**config.mk**
```make
export PLATFORM = sky130hd
export DESIGN_NAME = vram_arbiter
export DESIGN_NICKNAME = d
export VERILOG_FILES = /design/src/rtl/vram_arbiter.sv
export SDC_FILE = /design/constraint.sdc
export NUM_CORES = 1
export LEC_CHECK = 0
export ABC_AREA = 1
export ABC_CLOCK_PERIOD_IN_PS = 1800
export CAP_MARGIN = 20
export CORE_UTILIZATION = 48
export CTS_BUF_LIST = sky130_fd_sc_hd__clkbuf_2 sky130_fd_sc_hd__clkbuf_4 sky130_fd_sc_hd__clkbuf_8
export DETAILED_ROUTE_END_ITERATION = 6
export PLACE_DENSITY_LB_ADDON = 0.12
export RECOVER_POWER = 25
export SLEW_MARGIN = 20
export SYNTH_ARGS = -nofsm -noshare
export SYNTH_HDL_FRONTEND = slang
export SYNTH_SLANG_ARGS = --single-unit
```
**constraint.sdc**
```tcl
create_clock -name clk_pixel -period 1.8 [get_ports clk_pixel]
set_input_delay 0.54 -clock clk_pixel [delete_from_list [all_inputs] [get_ports clk_pixel]]
set_output_delay 0.54 -clock clk_pixel [all_outputs]
set_load 0.02 [all_outputs]
```
**src/rtl/vram_arbiter.sv**
```systemverilog
// ---------------------------------------------------------------------------
// vram_arbiter
//
// Shares one single-port synchronous frame-buffer RAM between three masters:
//   - scan-out fetcher (absolute priority, never stalled)
//   - plane-fill engine (writes one whole plane with a constant byte)
//   - host port (gets every slot left over by the other two)
//
// The slot decision is made combinationally in cycle N. The winner's command
// is registered onto ram_* for cycle N+1. The RAM answers in cycle N+2, and
// the answer is registered again so that fetch_valid / host_rvalid are high
// in cycle N+3. A short tag pipeline travels alongside the RAM command so
// that returning read data reaches the master that asked for it.
//
// Ports:
//   clk_pixel   pixel clock, every register is on its rising edge
//   reset       synchronous active-high reset
//   fetch_*     scan-out fetch request / address / returned byte + valid
//   host_*      host request handshake (req/ready), write data, read data
//   fill_*      fill start pulse, plane and value, busy level, done pulse
//   ram_*       registered RAM command (addr/we/wdata) and RAM read data
// ---------------------------------------------------------------------------
module vram_arbiter #(
    parameter int ADDR_W      = 15,
    parameter int DATA_W      = 8,
    parameter int PLANE_WORDS = 15360
) (
    input  logic              clk_pixel,
    input  logic              reset,
    // scan-out fetcher
    input  logic              fetch_req,
    input  logic [ADDR_W-1:0] fetch_addr,
    output logic [DATA_W-1:0] fetch_data,
    output logic              fetch_valid,
    // host port
    input  logic              host_req,
    input  logic              host_we,
    input  logic [ADDR_W-1:0] host_addr,
    input  logic [DATA_W-1:0] host_wdata,
    output logic              host_ready,
    output logic [DATA_W-1:0] host_rdata,
    output logic              host_rvalid,
    // plane-fill engine control
    input  logic              fill_start,
    input  logic              fill_plane,
    input  logic [DATA_W-1:0] fill_value,
    output logic              fill_busy,
    output logic              fill_done,
    // RAM side
    output logic [ADDR_W-1:0] ram_addr,
    output logic              ram_we,
    output logic [DATA_W-1:0] ram_wdata,
    input  logic [DATA_W-1:0] ram_rdata
);

    // Offset within a plane; the top address bit selects the plane.
    localparam int PTR_W     = ADDR_W - 1;
    localparam int TAG_DEPTH = 2;

    localparam logic [PTR_W-1:0] PTR_LAST = PTR_W'(PLANE_WORDS - 1);

    // Read tags: who owns the read travelling through the RAM pipeline.
    localparam logic [1:0] TAG_NONE  = 2'd0;
    localparam logic [1:0] TAG_FETCH = 2'd1;
    localparam logic [1:0] TAG_HOST  = 2'd2;

    typedef enum logic [1:0] {
        ST_IDLE = 2'd0,
        ST_FILL = 2'd1,
        ST_DONE = 2'd2
    } state_t;

    // ------------------------------------------------------------------
    // State
    // ------------------------------------------------------------------
    state_t            state_reg, state_next;
    logic [PTR_W-1:0]  fill_ptr_reg, fill_ptr_next;
    logic              fill_plane_reg, fill_plane_next;
    logic [DATA_W-1:0] fill_value_reg, fill_value_next;

    logic [ADDR_W-1:0] ram_addr_reg;
    logic              ram_we_reg;
    logic [DATA_W-1:0] ram_wdata_reg;

    logic [1:0]        tag_reg [TAG_DEPTH];
    logic [1:0]        tag_in  [TAG_DEPTH];
    logic [1:0]        tag_out;

    logic              fetch_valid_reg;
    logic [DATA_W-1:0] fetch_data_reg;
    logic              host_rvalid_reg;
    logic [DATA_W-1:0] host_rdata_reg;

    // ------------------------------------------------------------------
    // Slot arbitration
    // ------------------------------------------------------------------
    logic              host_go;
    logic              fill_write;
    logic              cmd_we;
    logic [ADDR_W-1:0] cmd_addr;
    logic [DATA_W-1:0] cmd_wdata;
    logic [1:0]        cmd_tag;

    // The host is only served while the fill engine is idle and no fetch
    // claims the slot. Reset is folded in so the host never sees an
    // acknowledge for a request that the reset would throw away.
    assign host_ready = !reset && !fetch_req && (state_reg == ST_IDLE);
    assign host_go    = host_req && host_ready;
    assign fill_write = !fetch_req && (state_reg == ST_FILL);

    always_comb begin
        // Idle slot: no write, address and write data hold their last value.
        cmd_we    = 1'b0;
        cmd_addr  = ram_addr_reg;
        cmd_wdata = ram_wdata_reg;
        cmd_tag   = TAG_NONE;
        if (fetch_req) begin
            cmd_addr = fetch_addr;
            cmd_tag  = TAG_FETCH;
        end else if (fill_write) begin
            cmd_we    = 1'b1;
            cmd_addr  = {fill_plane_reg, fill_ptr_reg};
            cmd_wdata = fill_value_reg;
        end else if (host_go) begin
            cmd_we   = host_we;
            cmd_addr = host_addr;
            if (host_we) begin
                cmd_wdata = host_wdata;
            end else begin
                cmd_tag = TAG_HOST;
            end
        end
    end

    // ------------------------------------------------------------------
    // Fill FSM: next state
    // ------------------------------------------------------------------
    always_comb begin
        state_next      = state_reg;
        fill_ptr_next   = fill_ptr_reg;
        fill_plane_next = fill_plane_reg;
        fill_value_next = fill_value_reg;
        case (state_reg)
            ST_IDLE: begin
                // A host access accepted in this same cycle still issues;
                // the fill begins writing in the next cycle.
                if (fill_start) begin
                    fill_plane_next = fill_plane;
                    fill_value_next = fill_value;
                    fill_ptr_next   = '0;
                    state_next      = ST_FILL;
                end
            end
            ST_FILL: begin
                // A fetch steals the slot; the pointer only moves when the
                // write actually went out, so no location is skipped.
                if (fill_write) begin
                    if (fill_ptr_reg == PTR_LAST) begin
                        state_next = ST_DONE;
                    end else begin
                        fill_ptr_next = fill_ptr_reg + PTR_W'(1);
                    end
                end
            end
            ST_DONE: begin
                state_next = ST_IDLE;
            end
            default: begin
                state_next = ST_IDLE;
            end
        endcase
    end

    assign fill_busy = (state_reg != ST_IDLE);
    assign fill_done = (state_reg == ST_DONE);

    // ------------------------------------------------------------------
    // Tag pipeline inputs: stage 0 takes the new command's tag, every
    // later stage takes the previous one. The last stage lines up with
    // ram_rdata.
    // ------------------------------------------------------------------
    generate
        for (genvar gi = 0; gi < TAG_DEPTH; gi++) begin : g_tag
            if (gi == 0) begin : g_head
                assign tag_in[gi] = cmd_tag;
            end else begin : g_shift
                assign tag_in[gi] = tag_reg[gi-1];
            end
        end
    endgenerate

    assign tag_out = tag_reg[TAG_DEPTH-1];

    // ------------------------------------------------------------------
    // Registers
    // ------------------------------------------------------------------
    always_ff @(posedge clk_pixel) begin
        if (reset) begin
            state_reg       <= ST_IDLE;
            fill_ptr_reg    <= '0;
            fill_plane_reg  <= 1'b0;
            fill_value_reg  <= '0;
            ram_addr_reg    <= '0;
            ram_we_reg      <= 1'b0;
            ram_wdata_reg   <= '0;
            for (int i = 0; i < TAG_DEPTH; i++) begin
                tag_reg[i] <= TAG_NONE;
            end
            fetch_valid_reg <= 1'b0;
            fetch_data_reg  <= '0;
            host_rvalid_reg <= 1'b0;
            host_rdata_reg  <= '0;
        end else begin
            state_reg       <= state_next;
            fill_ptr_reg    <= fill_ptr_next;
            fill_plane_reg  <= fill_plane_next;
            fill_value_reg  <= fill_value_next;
            ram_addr_reg    <= cmd_addr;
            ram_we_reg      <= cmd_we;
            ram_wdata_reg   <= cmd_wdata;
            for (int i = 0; i < TAG_DEPTH; i++) begin
                tag_reg[i] <= tag_in[i];
            end
            fetch_valid_reg <= (tag_out == TAG_FETCH);
            host_rvalid_reg <= (tag_out == TAG_HOST);
            // Data registers hold between reads so a master sees a stable
            // byte after its valid pulse.
            if (tag_out == TAG_FETCH) begin
                fetch_data_reg <= ram_rdata;
            end
            if (tag_out == TAG_HOST) begin
                host_rdata_reg <= ram_rdata;
            end
        end
    end

    assign ram_addr    = ram_addr_reg;
    assign ram_we      = ram_we_reg;
    assign ram_wdata   = ram_wdata_reg;
    assign fetch_valid = fetch_valid_reg;
    assign fetch_data  = fetch_data_reg;
    assign host_rvalid = host_rvalid_reg;
    assign host_rdata  = host_rdata_reg;

endmodule

```
==> results.ini <==
[route]
dr.pass1.iters=4
viasPerCell=5.09
num_vias=3577
route.final.wire_length_microns=9370
drt_iter0_markers=112
ant_nets=0
wl_per_cell_microns=13.3
drc=0

[setup_path]
path_max_fanout=3
reg2regPathDepth=9
crit_type=reg2out
crit_buf_inv=2
cp.arrival_ns=1.17
cp.required_ns=1.26
r2r_slack_ns=0.15
crit_chain=nor2_1, inv_2, nor3_4, buf_4
cp-end-kind=output port
worst_r2r_endpoint=fill_ptr_reg[3]$_SDFFE_PP0P_
r2r-start=fill_ptr_reg[0]$_SDFFE_PP0P_
cp-start-kind=register
cp_top_family=flip-flops
cp_slowest_cell=dfxtp_1
crit_start=state_reg[1]$_SDFFE_PP0P_
max_stage_delay_ns=0.32

[sta]
finalSetupTns_ns=0
min_period_ns=1.71
finClkSkew_ns=0.0118
hold_viol=0
drv_slew=0
rsz0062_at_grt=no
max_freq_mhz=584
fin_crit_sh_pct=95.1
relSlewSlack_pct=71.4
setup_viol=0
layout_setup_ws_ns=0.0874
worstMarginPinSlew_ns=0.429

[clock_tree]
clkLatencyLatePin_ns=0.34
cts.sinks=71
cts_buffer_depth=2
ctsHoldBuffers=0
cts_setup_buffers=0
numCtsBuffers=9
tritoncts=built
htreeDepth=3
cts_root_buf=clkbuf_8
path_clk_slew_ns=0.08

[layout]
fin_cells=703
largest_reg_flops=15
final_util_pct=71.2
nNetsFinal=665
area_growth_pct=43.3
n_fill_cell=633
num_antenna_cells=0
layout-drive-gt1-share_pct=12.5

[synth]
yosys.area.top_type=dfxtp_1
syn_area_sq_mm=0.00340
synthSimpleGateAreaFrac_pct=27.6
synth-xor-area-share_pct=0
synth_cells=480
syn_avg_cell_area_sq_um=7.07
synth.area.top_cells=dfxtp_1, nand2_1, o21ai_0
synth_seq_area_share_pct=41.9
synthAdderAreaFrac_pct=0.368
synthesis.nets=542
synth_top_area_share_pct=41.9
synth_top_family_by_area=simple AND/OR/NAND/NOR gates
ys_ff_latch=71
synth_cell_types=32
synth_compound_area_share_pct=18.6
ys_warn_count=0
synth_mux_area_share_pct=2.36

[grt]
overflow=0
grt_pass1_vias=3250
grtUsageMet1_pct=33.7
grt_pass1_wl_microns=15100
grtUsageTotal_pct=26.0
busiest_layer=met2
grt_max_degree=45
met2_usage_pct=42.2
antenna_found_initial=0
use_met3_pct=5.10

[worst_hold_path]
hold_path.class=reg2reg
whs_endpoint=tag_reg[0][3]$_SDFF_PP0_
holdPathStages=2
hold_start=tag_reg[0][1]$_SDFF_PP0_

[floorplan]
die_width_microns=86.1
ioPinCount=106
std_cell_rows=30
start_util_pct=49.7
core_region_area_sq_mm=0.00683
dieArea_sq_mm=0.00741
die_y_microns=86.1

[place]
place_inst=688
port_buffers=105
gp_congestion=0.861
post-place-ws_ns=-0.670
place_hpwl_microns=6870

[power]
vdd_drop_max_v=0.000566
power_uw=3740
p_per_area_mw_per_mm2=769
p_leak_uw=0.00218

[status]
outcome=finished, final reports clean

[run]
cap_violations=0

==> what timing repair did <==
item,in CTS,in global routing
pin swaps,0,0
resized for setup,57,8
endpoints found under the setup margin,82,17
hold endpoints to repair,0,0
==> stage by stage <==
step           hold slack (ns)  cell area (sq um)
4_1_cts                  0.410               4870
3_3_place_gp             0.395               4730
3_5_place_dp             0.405               4730
2_1_floorplan            0.388               3410
6_report                 0.408               4870
5_1_grt                  0.448               4870
==> how the worst max path moves through the flow <==
stage / slack [ns] / endpoint / cells past startpoint
3_5_place_dp: -0.67 / ram_addr[9]$_SDFFE_PP0P_ / 9
3_3_place_gp: -0.63 / host_ready / 3
4_1_cts: 0.008 / ram_we / 1
2_1_floorplan: 0.007 / host_ready / 3
5_1_grt: 0.00002 / fill_done / 4
6_report: 0.09 / host_ready / 4
==> cells in the final DEF (no fill, tap or decap), drive strengths merged <==
cell             n
o211ai           9
nor2            71
dfxtp           71
a31oi            5
a21oi           38
clkbuf          16
nand3b           1
inv             47
clkdlybuf4s50   58
o21ai           66
clkinv           4
nor3             2
nand4            5
nor3b            1
nand3           22
dlygate4sd2     42
ha               1
bufinv           1
mux2i            8
nand2          108
buf             30
o221ai           1
==> cell usage after synthesis, drive strengths merged <==
cell type / count
nand2: 108
dfxtp: 71
nor2: 71
o21ai: 66
inv: 46
a21oi: 38
nand3: 22
buf: 16
o211ai: 9
clkbuf: 8
mux2i: 8
a31oi: 5
nand4: 5
nor3: 2
clkinv: 1
ha: 1
nand3b: 1
nor3b: 1
o221ai: 1
==> worst register-to-register path: stages (launching register included) <==
cell and delay (ns):
dfxtp_1 0.37, ha_1 0.21, nand2_2 0.08, nor2_2 0.13, nand2_2 0.10, nor2_4 0.15, nand2_4 0.12, nand2_2 0.17
nand2_1 0.08, a21oi_1 0.17
==> logic make-up after synthesis <==
family | count (synthesis)
buf+inv | 71
compound gates | 119
fa+ha+maj | 1
mux | 8
simple gates | 210
flops | 71
==> final cells by class <==
cell class	instances	area [sq um]	area share, %
flip-flops and latches	71	1420	29.2
well taps	96	120	2.47
multi-input cells	338	1680	34.5
inverters	47	176	3.63
clock inverters	5	57.6	1.18
clock buffers	10	138	2.83
repair buffers	136	1270	26.2
==> metal layers <==
layer,up-vias,share of wire [%]
met1,1611,44
met5,-,0
met2,141,46
li1,1810,-
met3,15,8.0
met4,0,1.7
==> where the power goes <==
group | switching [uW] | total (uW) | internal (uW)
Sequential | 35.7 | 1690 | 1650
Combinational | 418 | 776 | 358
Clock | 601 | 1270 | 673
Total | 1050 | 3740 | 2690
(Power assumes the default switching activity.)
